[config.mk]
export PLATFORM = sky130hd
export DESIGN_NAME = pic8259
export DESIGN_NICKNAME = d
export VERILOG_FILES = /design/src/rtl/pic8259_pkg.sv /design/src/rtl/pic8259_prio.sv /design/src/rtl/pic8259.sv
export SDC_FILE = /design/constraint.sdc
export NUM_CORES = 1
export LEC_CHECK = 0
export BUFFER_PORTS_ARGS = -buffer_cell sky130_fd_sc_hd__buf_2
export CAP_MARGIN = 20
export CORE_UTILIZATION = 45
export CTS_BUF_LIST = sky130_fd_sc_hd__clkbuf_16
export DETAILED_ROUTE_END_ITERATION = 8
export GPL_ROUTABILITY_DRIVEN = 0
export GPL_TIMING_DRIVEN = 0
export PLACE_DENSITY = 0.73
export SLEW_MARGIN = 20
export SYNTH_ARGS = -nofsm -noshare
export SYNTH_HDL_FRONTEND = slang
export SYNTH_SLANG_ARGS = --single-unit
[constraint.sdc]
create_clock -name wb_clk_i -period 2.3 [get_ports wb_clk_i]
set_clock_uncertainty 0.2 [all_clocks]
set_input_delay 0.115 -clock wb_clk_i [delete_from_list [all_inputs] [get_ports wb_clk_i]]
set_output_delay 0.115 -clock wb_clk_i [all_outputs]
set_load 0.02 [all_outputs]
[src/rtl/pic8259_pkg.sv]
// Shared types and constants for the simplified 8259A interrupt controller.
package pic8259_pkg;

   typedef enum logic [1:0] {
      READY = 2'd0,
      ICW2  = 2'd1,
      ICW3  = 2'd2,
      ICW4  = 2'd3
   } init_state_t;

   localparam logic [2:0] OCW2_NSEOI = 3'b001;
   localparam logic [2:0] OCW2_SEOI  = 3'b011;
   localparam logic [2:0] SPUR_IR    = 3'd7;

endpackage

[src/rtl/pic8259_prio.sv]
// Fixed-priority encoder: index of the lowest set bit (bit 0 wins), with a valid flag.
module pic8259_prio (
   input  logic [7:0] req_i,
   output logic [2:0] idx_o,
   output logic       vld_o
);

   always_comb begin
      idx_o = 3'd0;
      vld_o = |req_i;
      for (int i = 7; i >= 0; i--) begin
         if (req_i[i]) idx_o = 3'(i);
      end
   end

endmodule

[src/rtl/pic8259.sv]
// Simplified 8259A: Wishbone-programmed at 0x20/0x21, edge-triggered IR0..IR7,
// fixed priority, single mode, normal or automatic EOI.
module pic8259
   import pic8259_pkg::*;
#(
   parameter logic [4:0] VEC_BASE_RST = 5'b00001
) (
   input  logic        wb_clk_i,
   input  logic        rst,
   input  logic [1:0]  wb_sel_i,
   input  logic [15:0] wb_dat_i,
   output logic [15:0] wb_dat_o,
   input  logic        wb_stb_i,
   input  logic        wb_cyc_i,
   input  logic        wb_we_i,
   output logic        wb_ack_o,
   input  logic [7:0]  irq_i,
   input  logic        inta_i,
   output logic        intr_o,
   output logic [7:0]  iid_o
);

   logic [7:0]  irr_q, irr_d, isr_q, isr_d, imr_q, imr_d, irq_prev_q;
   logic [4:0]  base_q, base_d;
   logic        aeoi_q, aeoi_d, need_icw4_q, need_icw4_d, single_q, single_d;
   logic        rd_isr_q, rd_isr_d, intr_q, intr_d;
   logic [7:0]  iid_q, iid_d;
   init_state_t state_q, state_d;

   logic [7:0] req;
   logic [2:0] req_p, isr_p;
   logic       req_vld, isr_vld;
   logic       wr_cmd, wr_dat;
   logic [7:0] cmd, dat;

   assign wb_ack_o = wb_stb_i & wb_cyc_i;
   assign wr_cmd   = wb_ack_o & wb_we_i & (wb_sel_i == 2'b01);
   assign wr_dat   = wb_ack_o & wb_we_i & (wb_sel_i == 2'b10);
   assign cmd      = wb_dat_i[7:0];
   assign dat      = wb_dat_i[15:8];
   assign req      = irr_q & ~imr_q;

   pic8259_prio u_req_prio (.req_i(req),   .idx_o(req_p), .vld_o(req_vld));
   pic8259_prio u_isr_prio (.req_i(isr_q), .idx_o(isr_p), .vld_o(isr_vld));

   always_comb begin
      case (wb_sel_i)
         2'b01:   wb_dat_o = {8'h00, rd_isr_q ? isr_q : irr_q};
         2'b10:   wb_dat_o = {imr_q, 8'h00};
         default: wb_dat_o = 16'h0000;
      endcase
   end

   // Update order fixes the same-cycle precedence: EOI clear, then inta,
   // then new edges (set beats inta clear), with ICW1 overriding everything.
   always_comb begin
      irr_d       = irr_q;
      isr_d       = isr_q;
      imr_d       = imr_q;
      base_d      = base_q;
      aeoi_d      = aeoi_q;
      need_icw4_d = need_icw4_q;
      single_d    = single_q;
      rd_isr_d    = rd_isr_q;
      state_d     = state_q;
      iid_d       = iid_q;
      intr_d      = req_vld & (~isr_vld | (req_p < isr_p));

      if (wr_cmd && cmd[4:3] == 2'b00) begin
         if (cmd[7:5] == OCW2_NSEOI && isr_vld) isr_d[isr_p] = 1'b0;
         else if (cmd[7:5] == OCW2_SEOI)        isr_d[cmd[2:0]] = 1'b0;
      end
      if (wr_cmd && cmd[4:3] == 2'b01 && cmd[1]) rd_isr_d = cmd[0];

      if (inta_i) begin
         if (req_vld) begin
            irr_d[req_p] = 1'b0;
            if (!aeoi_q) isr_d[req_p] = 1'b1;
            iid_d = {base_q, req_p};
         end else begin
            iid_d = {base_q, SPUR_IR};
         end
      end

      irr_d = irr_d | (irq_i & ~irq_prev_q);

      if (wr_dat) begin
         case (state_q)
            READY: imr_d = dat;
            ICW2: begin
               base_d  = dat[7:3];
               state_d = !single_q ? ICW3 : (need_icw4_q ? ICW4 : READY);
            end
            ICW3: state_d = need_icw4_q ? ICW4 : READY;
            ICW4: begin
               aeoi_d  = dat[1];
               state_d = READY;
            end
            default: state_d = READY;
         endcase
      end

      if (wr_cmd && cmd[4]) begin
         imr_d       = 8'h00;
         isr_d       = 8'h00;
         irr_d       = 8'h00;
         aeoi_d      = 1'b0;
         rd_isr_d    = 1'b0;
         need_icw4_d = cmd[0];
         single_d    = cmd[1];
         state_d     = ICW2;
      end
   end

   always_ff @(posedge wb_clk_i or posedge rst) begin
      if (rst) begin
         irr_q       <= 8'h00;
         isr_q       <= 8'h00;
         imr_q       <= 8'hFF;
         irq_prev_q  <= 8'h00;
         base_q      <= VEC_BASE_RST;
         aeoi_q      <= 1'b0;
         need_icw4_q <= 1'b0;
         single_q    <= 1'b0;
         rd_isr_q    <= 1'b0;
         state_q     <= READY;
         intr_q      <= 1'b0;
         iid_q       <= {VEC_BASE_RST, SPUR_IR};
      end else begin
         irr_q       <= irr_d;
         isr_q       <= isr_d;
         imr_q       <= imr_d;
         irq_prev_q  <= irq_i;
         base_q      <= base_d;
         aeoi_q      <= aeoi_d;
         need_icw4_q <= need_icw4_d;
         single_q    <= single_d;
         rd_isr_q    <= rd_isr_d;
         state_q     <= state_d;
         intr_q      <= intr_d;
         iid_q       <= iid_d;
      end
   end

   assign intr_o = intr_q;
   assign iid_o  = iid_q;

endmodule

# == Word-level counts from Yosys, hierarchy flattened ==
# Cells that the tools add are included.
# word_totals
regBits,52
input_bits,32
output_inout_bits,26
wordCells,115
# classes
magnitude_cmp,7
eq_ne,8
muxes,48
bitwise,19
reduce_logical,21
# ops
operator,n
$mux W8,14
$mux W3,17
$and A8 B8 Y8,5
$not A8 Y8,5
$pmux W16 S2,1
$or A8 B8 Y8,2
$reduce_or A8 Y1,2
$lt A3 B4 Y1 const B,3
$demux W1 S3,3
$ge A3 B1 Y1 const B,3
$logic_and A1 B1 Y1,8
$mux W1,8
$mux W2,4
$reduce_and A2 Y1,4
$reduce_bool A2 Y1,4
$eq A2 B1 Y1 const B,3
$eq A2 B2 Y1 const B,3
$pmux W2 S3,1
$and A1 B1 Y1,5
$logic_not A2 Y1,2
$reduce_bool A4 Y1,1
$eq A3 B1 Y1 const B,1
$eq A3 B2 Y1 const B,1
$lt A3 B3 Y1,1
other kinds (2),2

# == Depth between registers and ports, before layout ==
# depth
depth_word,21
depth_mapped,8

# == Hierarchy ==
# Synthesis repeated with hierarchy kept, for this count alone.
# hier_totals
cells_unflattened,275
area_unflattened_um2,2735.1
# modules_own_cells
mod,n_inst,cells_each,area_per_inst_um2,seq_area_each_um2
pic8259,1,249,2572.5,1317.5
pic8259_prio,2,13,81.3,0.0

# == Worst setup path before layout ==
# Ideal clock, no wire load.
# synth_path
path_kind,reg2reg
start,reg imr_q[2]
end,reg intr_q (netlist: intr_o)
setup_ns,0.082
arrival_ns,1.808
slack_ns,0.210
stages_incl_launch_ff,7
cell_sequence,dfstp_2 > and2b_1 > nor2_1 > a21boi_0 > ha_1 > or4_1 > a31oi_1
# synth_between
elab_chain_len,8
word_cells_on_any_way,9
cone_classes,order compare (1); mux (3); bitwise (4); reduce/logical (1)
# synth_lines
item,line,rtl
"start, declared",pic8259.sv:23,"logic [7:0] irr_q, irr_d, isr_q, isr_d, imr_q, imr_d, irq_prev_q;"
"start signal, assigned",pic8259.sv:132,imr_q <= imr_d;
$not A8 Y8 (*),pic8259.sv:41,assign req = irr_q & ~imr_q;
$and A8 B8 Y8 (*),pic8259.sv:41,
$mux W3 (3 in a row),pic8259_prio.sv:12,if (req_i[i]) idx_o = 3'(i);
$lt A3 B3 Y1,pic8259.sv:67,intr_d = req_vld & (~isr_vld | (req_p < isr_p));
$or A1 B1 Y1,pic8259.sv:67,
$and A1 B1 Y1 (*),pic8259.sv:67,
net intr_d,pic8259.sv:26,"logic rd_isr_q, rd_isr_d, intr_q, intr_d;"
"end signal, assigned",pic8259.sv:140,intr_q <= intr_d;
"end, declared",pic8259.sv:26,
# Mark *: on every way through the listed nets, which the timed path passes. The rest lies on a longest branch.
# A chain may end at the register's enable or synchronous reset.

# == Worst setup path after layout ==
# Ends and elaborated chain as after synthesis.

==> summary.txt <==
Critical path
  • Maximum fanout encountered on the critical timing path: 5
  • Nature of the critical path startpoint: flop
  • Crit path DAT: 2.20 ns
  • Crit path kind: flop to flop
  • Type of destination of the critical path: flop
  • Data required, critical path: 2.31 ns

Power
  • Largest vdd supply drop: 0.6469 mV
  • Sequential Power Share: 0.447
  • Proportion of power drawn by the clock network: 0.231
  • Sw Share: 0.3608
  • Combinational fraction of design power: 0.322
  • Ratio of total power to cell area: 949.6 nW/um2
  • Internal Pwr Total: 2.121 mW
  • Total leakage power: 1.579 nW
  • Switching component of the power: 1.197 mW

Synth
  • Seq cells post-synth: 52
  • Top cell type by total area after synthesis: sky130_fd_sc_hd__dfrtp_1
  • Share of the yosys chip area belonging to registers: 0.4859
  • Synth top area cells: sky130_fd_sc_hd__dfrtp_1 36%, sky130_fd_sc_hd__dfstp_2 13%, sky130_fd_sc_hd__mux2_2 4.6%, sky130_fd_sc_hd__nand2b_1 3.7%, sky130_fd_sc_hd__mux2i_1 3.3%
  • Post-Synthesis Cells: 269
  • Yosys Warn Count: 0
  • Cell area after synthesis: 2711 um2
  • Area fraction of the dominant cell type after synthesis: 0.3599
  • Syn Area/Cell: 10.08 um2
  • Unique cell type count in the Yosys netlist: 51
  • Fraction of synthesis flops using an asynchronous set or reset pin: 1.000
  • Count of flip-flops with a built-in enable after synthesis: 0
  • Synthesized net count: 305
  • Dominant synthesized flop cell: sky130_fd_sc_hd__dfrtp_1

Finish
  • Area added between synthesis and finish: 28.84%
  • Diode insertion count for antenna repair: 0
  • Final Util: 0.6192
  • Design Area, Final: 3493 um2
  • Share of final-layout standard cells stronger than drive strength 1: 0.2890
  • Commonest non-fill, non-tap cell in the layout: sky130_fd_sc_hd__buf_2
  • Fill cell instance count of the final layout: 469
  • Commonest cells after routing, fill and taps aside: 55 x sky130_fd_sc_hd__buf_2, 39 x sky130_fd_sc_hd__dfrtp_1, 21 x sky130_fd_sc_hd__dlygate4sd3_1
  • Total number of nets in the final design: 388

Placement
  • Detail Placement HPWL: 4828 um
  • Area of placed instances: 3104 um2
  • Number of input and output port buffers inserted: 55

Worst hold path
  • Classification of the worst-slack hold path: primary input to flop

Die
  • Initial core utilization: 0.4806
  • Die outline area: 6339 um2
  • I/O pin count: 58
  • Die width: 79.62 um
  • CORE AREA: 5642 um2
  • Count of standard-cell rows: 27
  • Height of the chip: 79.62 um

Run
  • Max-cap check violation count: 0

Timing
  • Setup violators final: 0
  • Normalized max-slew margin: 0.4559
  • Fin. max-slew vios: 0
  • Achievable clock frequency: 457.7 MHz
  • RSZ-0062 raised after global routing: true
  • Fraction of the cycle the final worst path needs: 0.9499
  • Transition time at the pin with the least slew margin: 0.8094 ns
  • Total Neg Setup Slack: 0 ns
  • Final critical-path required period: 2.185 ns
  • Endpoints failing hold: 0

Clock tree
  • Clk_lat worst skew: 0.30 ns
  • Number of setup buffers added after CTS: 0
  • Clock Tree Root: sky130_fd_sc_hd__clkbuf_16
  • TritonCTS sink count: 52
  • TritonCTS clock tree: built
  • Total number of H-tree levels: 2
  • TritonCTS buffer count: 5
  • Max clock buf depth: 2
  • Clock slew seen by the registers of the worst setup and hold paths: 0.07 ns

Route
  • Violation count after the first detailed-route iteration: 112
  • # DRC: 0
  • Average routed wire per standard cell: 15.70 um
  • Final antenna-violating net count: 0
  • Total wirelength of the detailed-routed design: 6673 um
  • DR vias: 2,392
  • Post-detailed-route via-to-cell ratio: 5.628
  • Number of iterations in the first detailed-routing pass: 4

Global route
  • Via count of the first global-routing pass: 2,460
  • Global Route Usage Sum: 0.2329
  • Wire length of the first global-routing pass: 11,280 um
  • Residual overflow from global routing: 0
  • Initial antenna violation count: 0
  • Largest net degree at the start of global routing: 28

Status
  • Result of the run: complete, no violations
==> critical path, stage by stage, from the launching register on <==
cell                       delay, ns
sky130_fd_sc_hd__dfstp_2        0.54
sky130_fd_sc_hd__and2b_1        0.23
sky130_fd_sc_hd__nor2_2         0.14
sky130_fd_sc_hd__a21boi_1       0.10
sky130_fd_sc_hd__ha_1           0.21
sky130_fd_sc_hd__or4_1          0.51
sky130_fd_sc_hd__a31oi_1        0.17
==> logic make-up after synthesis <==
group	synth area share
and+or+nand+nor	0.2330
AOI/OAI and AO/OA	0.1615
DFF	0.4859
muxes	0.07891
buffers and inverters	0.02215
adders and majority gates	0.01846
==> Yosys cell counts (all sizes together) (3+ instances only) <==
master	number
nand3	11
nand4	6
nand2b	16
ha	4
mux2i	9
nor4	3
nand2	16
a22o	8
nor2	19
inv	8
nor2b	8
o21ai	16
o22ai	4
mux2	11
a31oi	3
dfstp	13
a21oi	16
o31ai	3
dfrtp	39
clkbuf	7
nor3b	5
nor3	5
and2	11
==> final cells by class <==
cell class	count	area, um2	area share
Sequential cell	52	1318	0.3771
Clock inverter	3	25.02	0.007163
Tap cell	72	90.09	0.02579
Timing Repair Buffer	77	513.0	0.1468
Buffer	7	26.28	0.007521
Inverter	8	30.03	0.008596
Clock buffer	5	125.1	0.03582
Multi-Input combinational cell	201	1366	0.3911
==> path summary, 6_finish.rpt <==
check | slack [ns] | end | cells past startpoint | from
hold / removal | 0.06 | single_q$_DFFE_PP0P_ | 3 | wb_dat_i[1]
setup reg to reg | 0.12 | intr_o$_DFF_PP0_ | 6 | imr_q[2]$_DFFE_PP1P_
setup / recovery | 0.12 | intr_o$_DFF_PP0_ | 6 | imr_q[2]$_DFFE_PP1P_
min in group asynchronous | 0.24 | state_q[0]$_DFFE_PP0P_ | 3 | rst
max in group asynchronous | 1.04 | iid_o[2]$_DFFE_PP1P_ | 4 | rst
hold reg to reg | 0.30 | irr_q[6]$_DFF_PP0_ | 2 | irq_prev_q[6]$_DFF_PP0_
==> per-stage QoR <==
step                      setup WS (ns)  power (mW)  instances  hold slack, ns
after global routing           -0.01126       3.532        425          0.1123
after CTS                       0.02344       3.282        426         0.06931
final                            0.1153       3.317        425         0.06191
after global placement         -0.08948       2.440        396         0.04149
after detailed placement        0.01515       2.479        397         0.02949
after floorplan                  0.2100       2.148        269        -0.05357
==> state kept, by name, summed over array words and instances (netlist names) <==
signal / count
iid_o: 8
imr_q: 8
irq_prev_q: 8
irr_q: 8
isr_q: 8
base_q: 5
state_q: 2
aeoi_q: 1
intr_o: 1
need_icw4_q: 1
rd_isr_q: 1
single_q: 1
==> per-layer routing <==
layer	vias to the layer above	GRT usage	routed length (um)
li1	1154	-	-
met1	1139	0.2946	2991
met4	0	0.06727	95
met3	10	0.05371	445
met2	89	0.3949	3140
met5	-	0	0
==> power groups by stage <==
stage	logic [mW]	registers (mW)	clock network (mW)
2_1_floorplan	0.673	1.48	0
3_3_place_gp	0.975	1.46	0
3_5_place_dp	1.01	1.47	0
4_1_cts	1.04	1.46	0.780
5_1_grt	1.19	1.52	0.817
6_report	1.07	1.48	0.766
==> timing repair <==
item,in CTS,in global routing
gates resized for setup,1,8
hold buffers,21,0
endpoints found under the hold margin,55,0
endpoints found under the setup margin,2,3
Note: power is estimated with default switching activity, not from simulation.
